`config.mk`:
```
export PLATFORM = sky130hd
export DESIGN_NAME = button_press_classifier
export DESIGN_NICKNAME = d
export VERILOG_FILES = /design/src/rtl/button_press_classifier.sv
export SDC_FILE = /design/constraint.sdc
export NUM_CORES = 1
export LEC_CHECK = 0
export ABC_AREA = 1
export BUFFER_PORTS_ARGS = -buffer_cell sky130_fd_sc_hd__buf_2
export CORE_MARGIN = 1
export CORE_UTILIZATION = 60
export CTS_CLUSTER_DIAMETER = 80
export CTS_CLUSTER_SIZE = 12
export DETAILED_ROUTE_END_ITERATION = 6
export GPL_TIMING_DRIVEN = 1
export PLACE_DENSITY = 0.9
export SLEW_MARGIN = 20
export SYNTH_ARGS = -nofsm -noshare
export SYNTH_HDL_FRONTEND = slang
export SYNTH_SLANG_ARGS = --single-unit
```
`constraint.sdc`:
```
create_clock -name clk -period 4.2 [get_ports clk]
set_input_delay 0.84 -clock clk [delete_from_list [all_inputs] [get_ports clk]]
set_output_delay 0.84 -clock clk [all_outputs]
set_load 0.005 [all_outputs]
```
`src/rtl/button_press_classifier.sv`:
```
// button_press_classifier: turns debounced press/release strobes into one-cycle
// short / long / double press pulses, with an optional auto-repeat pulse train.
//
// Optional feature macro: BTN_AUTO_REPEAT_EN.
//   Defined:   repeat_press pulses every REPEAT_CYCLES while a long press is held.
//   Undefined: repeat_press is tied to 0.
//
// Strobes are registered on entry, so every decision uses the previous cycle's
// inputs. All outputs are registered.
module button_press_classifier #(
  parameter int unsigned CNT_W         = 16,
  parameter int unsigned LONG_CYCLES   = 1000,
  parameter int unsigned GAP_CYCLES    = 300,
  parameter int unsigned REPEAT_CYCLES = 200
) (
  input  logic clk,
  input  logic reset,
  input  logic pb_down,
  input  logic pb_up,
  output logic short_press,
  output logic long_press,
  output logic double_press,
  output logic repeat_press,
  output logic busy
);

  localparam logic [2:0] ST_IDLE      = 3'd0;
  localparam logic [2:0] ST_PRESS1    = 3'd1;
  localparam logic [2:0] ST_WAIT2     = 3'd2;
  localparam logic [2:0] ST_PRESS2    = 3'd3;
  localparam logic [2:0] ST_LONG_HOLD = 3'd4;

  localparam logic [CNT_W-1:0] LONG_TERM = CNT_W'(LONG_CYCLES - 1);
  localparam logic [CNT_W-1:0] GAP_TERM  = CNT_W'(GAP_CYCLES - 1);

  logic             down_q, up_q;
  logic             down_evt, up_evt;
  logic [2:0]       state_d, state_q;
  logic [CNT_W-1:0] cnt_d, cnt_q;
  logic             short_d, short_q;
  logic             long_d, long_q;
  logic             double_d, double_q;
  logic             busy_d, busy_q;

  // Simultaneous press and release is illegal upstream; treat it as no strobe.
  always_comb begin
    down_evt = down_q & ~up_q;
    up_evt   = up_q & ~down_q;
  end

  // Gesture FSM: edge strobes take priority over timeouts in the same cycle.
  always_comb begin
    state_d  = state_q;
    short_d  = 1'b0;
    long_d   = 1'b0;
    double_d = 1'b0;
    case (state_q)
      ST_IDLE: begin
        if (down_evt) state_d = ST_PRESS1;
      end
      ST_PRESS1: begin
        if (up_evt) begin
          state_d = ST_WAIT2;
        end else if (cnt_q == LONG_TERM) begin
          state_d = ST_LONG_HOLD;
          long_d  = 1'b1;
        end
      end
      ST_WAIT2: begin
        if (down_evt) begin
          state_d = ST_PRESS2;
        end else if (cnt_q == GAP_TERM) begin
          state_d = ST_IDLE;
          short_d = 1'b1;
        end
      end
      ST_PRESS2: begin
        if (up_evt) begin
          state_d  = ST_IDLE;
          double_d = 1'b1;
        end
      end
      ST_LONG_HOLD: begin
        if (up_evt) state_d = ST_IDLE;
      end
      default: state_d = ST_IDLE;
    endcase
  end

  // Timer only runs in the two timed states, so it can never wrap.
  always_comb begin
    cnt_d = '0;
    if ((state_d == state_q) && ((state_q == ST_PRESS1) || (state_q == ST_WAIT2))) begin
      cnt_d = cnt_q + 1'b1;
    end
    busy_d = (state_d != ST_IDLE);
  end

  // Main state, timer, input and output registers.
  always_ff @(posedge clk) begin
    if (reset) begin
      down_q   <= 1'b0;
      up_q     <= 1'b0;
      state_q  <= ST_IDLE;
      cnt_q    <= '0;
      short_q  <= 1'b0;
      long_q   <= 1'b0;
      double_q <= 1'b0;
      busy_q   <= 1'b0;
    end else begin
      down_q   <= pb_down;
      up_q     <= pb_up;
      state_q  <= state_d;
      cnt_q    <= cnt_d;
      short_q  <= short_d;
      long_q   <= long_d;
      double_q <= double_d;
      busy_q   <= busy_d;
    end
  end

  assign short_press  = short_q;
  assign long_press   = long_q;
  assign double_press = double_q;
  assign busy         = busy_q;

`ifdef BTN_AUTO_REPEAT_EN
  localparam logic [CNT_W-1:0] RPT_TERM = CNT_W'(REPEAT_CYCLES - 1);

  logic [CNT_W-1:0] rpt_cnt_d, rpt_cnt_q;
  logic             repeat_d, repeat_q;

  // Repeat timer restarts on entry to LONG_HOLD; a release at terminal count wins.
  always_comb begin
    rpt_cnt_d = '0;
    repeat_d  = 1'b0;
    if ((state_q == ST_LONG_HOLD) && (state_d == ST_LONG_HOLD)) begin
      if (rpt_cnt_q == RPT_TERM) begin
        repeat_d = 1'b1;
      end else begin
        rpt_cnt_d = rpt_cnt_q + 1'b1;
      end
    end
  end

  // Repeat timer and pulse registers.
  always_ff @(posedge clk) begin
    if (reset) begin
      rpt_cnt_q <= '0;
      repeat_q  <= 1'b0;
    end else begin
      rpt_cnt_q <= rpt_cnt_d;
      repeat_q  <= repeat_d;
    end
  end

  assign repeat_press = repeat_q;
`else
  assign repeat_press = 1'b0;
`endif

endmodule
```
==> out/metrics.csv <==
metric,value,unit
synthCells,180,
place.gp.congestion,0.942,
ff_latch_area,500,um^2
muxShareOfSynthArea,0,
worstSetupEndpointType,flip-flop,
start_util,0.659,
grt_pass1_vias,1158,
vias,1152,
synthSimpleGateAreaFrac,0.409,
synth_area_per_cell,7.47,um^2
p_leak,0.517,nW
setup_viol,0,
routed_wl,2.71,mm
dr.pass1.iters,4,
cts_hold_buffers,0,
gr-total-overflow,0,
synth_compound_area_frac,0.0316,
min_period,1790,ps
synth-xor-area-share,0.0716,
final_cell_mix,"nand2_1, dfxtp_1, inv_1, nor2_1, nand3_1",
dp_hpwl,2.00,mm
grt.met1_usage,0.271,
grt_pass1_wl,4.68,mm
num_io_pins,9,
power,0.000442,W
diodes,0,
drt_iter0_drc,50,
synth_top_family_by_area,simple AND/OR/NAND/NOR gates,
cts_sinks,25,
wl_per_cell,12.7,um
clockBufferDepth,2,
cts_setup_buffers,0,
crit_type,reg2reg,
fp-row-count,16,
critical_path_arrival,2000,ps
fp.dieH,49.3,um
groute.usage.overall,0.248,
clkLatencyLatePin,330,ps
detail-route-antenna-nets,0,
syn_area,0.00135,mm^2
cap_violations,0,
ys_seq_area_frac,0.372,
slew_viol_final,0,
synthesis.nets,185,
setup-tns-final,0,ps
rsz0062_at_grt,false,
multiInputGateArea,706,um^2
die_w,49.3,um
clk_pin_slew,130,ps
max_freq,560,MHz
areaGrowthSynthToFinish,4.84,%
final_nets,193,
post-route-drc-count,0,
ys_types,26,
synth-seq-cells,25,
tritoncts,done,
synth_fa_ha_area_frac,0.00930,
cts_resized,0,
timing.final.crit_share,0.425,
drive_gt1_frac,0.235,
viasPerCell,5.38,
fill_cells,163,
hold_violations,0,
cts_htree_levels,1,
grt_start_max_net_pins,17,
io_buffers,7,
cts_buffers,3,
status,finished clean,
busiest_layer,met2,
core_area,0.00204,mm^2
grtUsageMet3,0.0530,
antenna_found_initial,0,
powerDensity,314,mW/mm^2
grt_use_met2,0.447,
cts_root_buf,clkbuf_4,
fin_skew,4.24,ps
crit_path_start_kind,flip-flop,
worstPathMaxFanout,16,
peakVddDrop,0.224,mV
required,4410,ps
floorplan.die_area,0.00243,mm^2
yosysWarnings,0,
worstHoldPathType,reg2reg,
final_common_cell,nand2_1,
==> Yosys cell counts, drive strengths merged <==
library cell   n  area share
nand2         35        0.11
nor2          30        0.11
inv           28       0.078
dfxtp         25        0.37
nor3          18        0.10
nand3         14       0.056
xor2           9       0.059
o21ai          4       0.015
buf            3       0.022
nand4          3       0.014
a21oi          2      0.0074
nor4           2      0.0093
xnor2          2       0.013
a211oi         1      0.0093
clkbuf         1      0.0028
conb           1      0.0028
ha             1      0.0093
nand3b         1      0.0056
==> cells by family after synthesis <==
kind of cell             after synthesis
flip-flops                            25
buffers and inverters                 32
other                                  1
AO/OA/AOI/OAI                          7
XOR/XNOR                              11
AND/OR/NAND/NOR                      103
adder cells (fa/ha/maj)                1
==> per-stage QoR <==
step / setup WS (ps) / std cells / hold WS [ps] / utilization / area, um^2
5_1_grt: 2240 / 214 / 506 / 0.691 / 1410
4_1_cts: 2430 / 214 / 494 / 0.691 / 1410
3_5_place_dp: 2280 / 210 / 470 / 0.676 / 1380
3_3_place_gp: 2400 / 210 / 460 / 0.676 / 1380
2_1_floorplan: 2480 / 180 / 439 / - / 1350
6_report: 2410 / 214 / 492 / 0.691 / 1410
==> power by group <==
| part | leakage, nW | internal [W] | switching [W] |
|---|---|---|---|
| logic | 0.301 | 0.0000202 | 0.0000612 |
| registers | 0.202 | 0.000244 | 0.00000581 |
| clock network | 0.0139 | 0.0000365 | 0.0000749 |
==> layer usage <==
layer  wire, um  vias up
li1           -      576
met3        147       12
met5          0        -
met1       1110      512
met2       1400       52
met4         61        0
==> worst paths after layout <==
path | to | slack [ps] | cells past startpoint | start
hold / removal | cnt_q[0] | 490 | 1 | cnt_q[0]
setup reg to reg | cnt_q[2] | 2410 | 10 | cnt_q[0]
setup / recovery | cnt_q[2] | 2410 | 10 | cnt_q[0]
hold reg to reg | cnt_q[0] | 490 | 1 | cnt_q[0]
==> critical path, stage by stage (launching register included) <==
cell and delay (ps):
dfxtp_1 400, ha_1 250, inv_1 60, nor2_1 80, nand2_1 50, nor2_1 90, nand2_1 100, nand2_1 100
nand3_1 80, nand2_2 350, nor3_1 110
==> sequential cells by signal (all words and copies together) (netlist names) <==
register      count
double_press      1
state_q           3
cnt_q            16
up_q              1
short_press       1
busy              1
down_q            1
long_press        1
==> cell type report <==
class	count	area share
Multi-Input combinational cell	123	0.500
Clock buffer	3	0.0160
Timing Repair Buffer	7	0.0248
Clock inverter	1	0.00532
Sequential cell	25	0.355
Tap cell	27	0.0240
Inverter	28	0.0745
(Power assumes the default switching activity.)
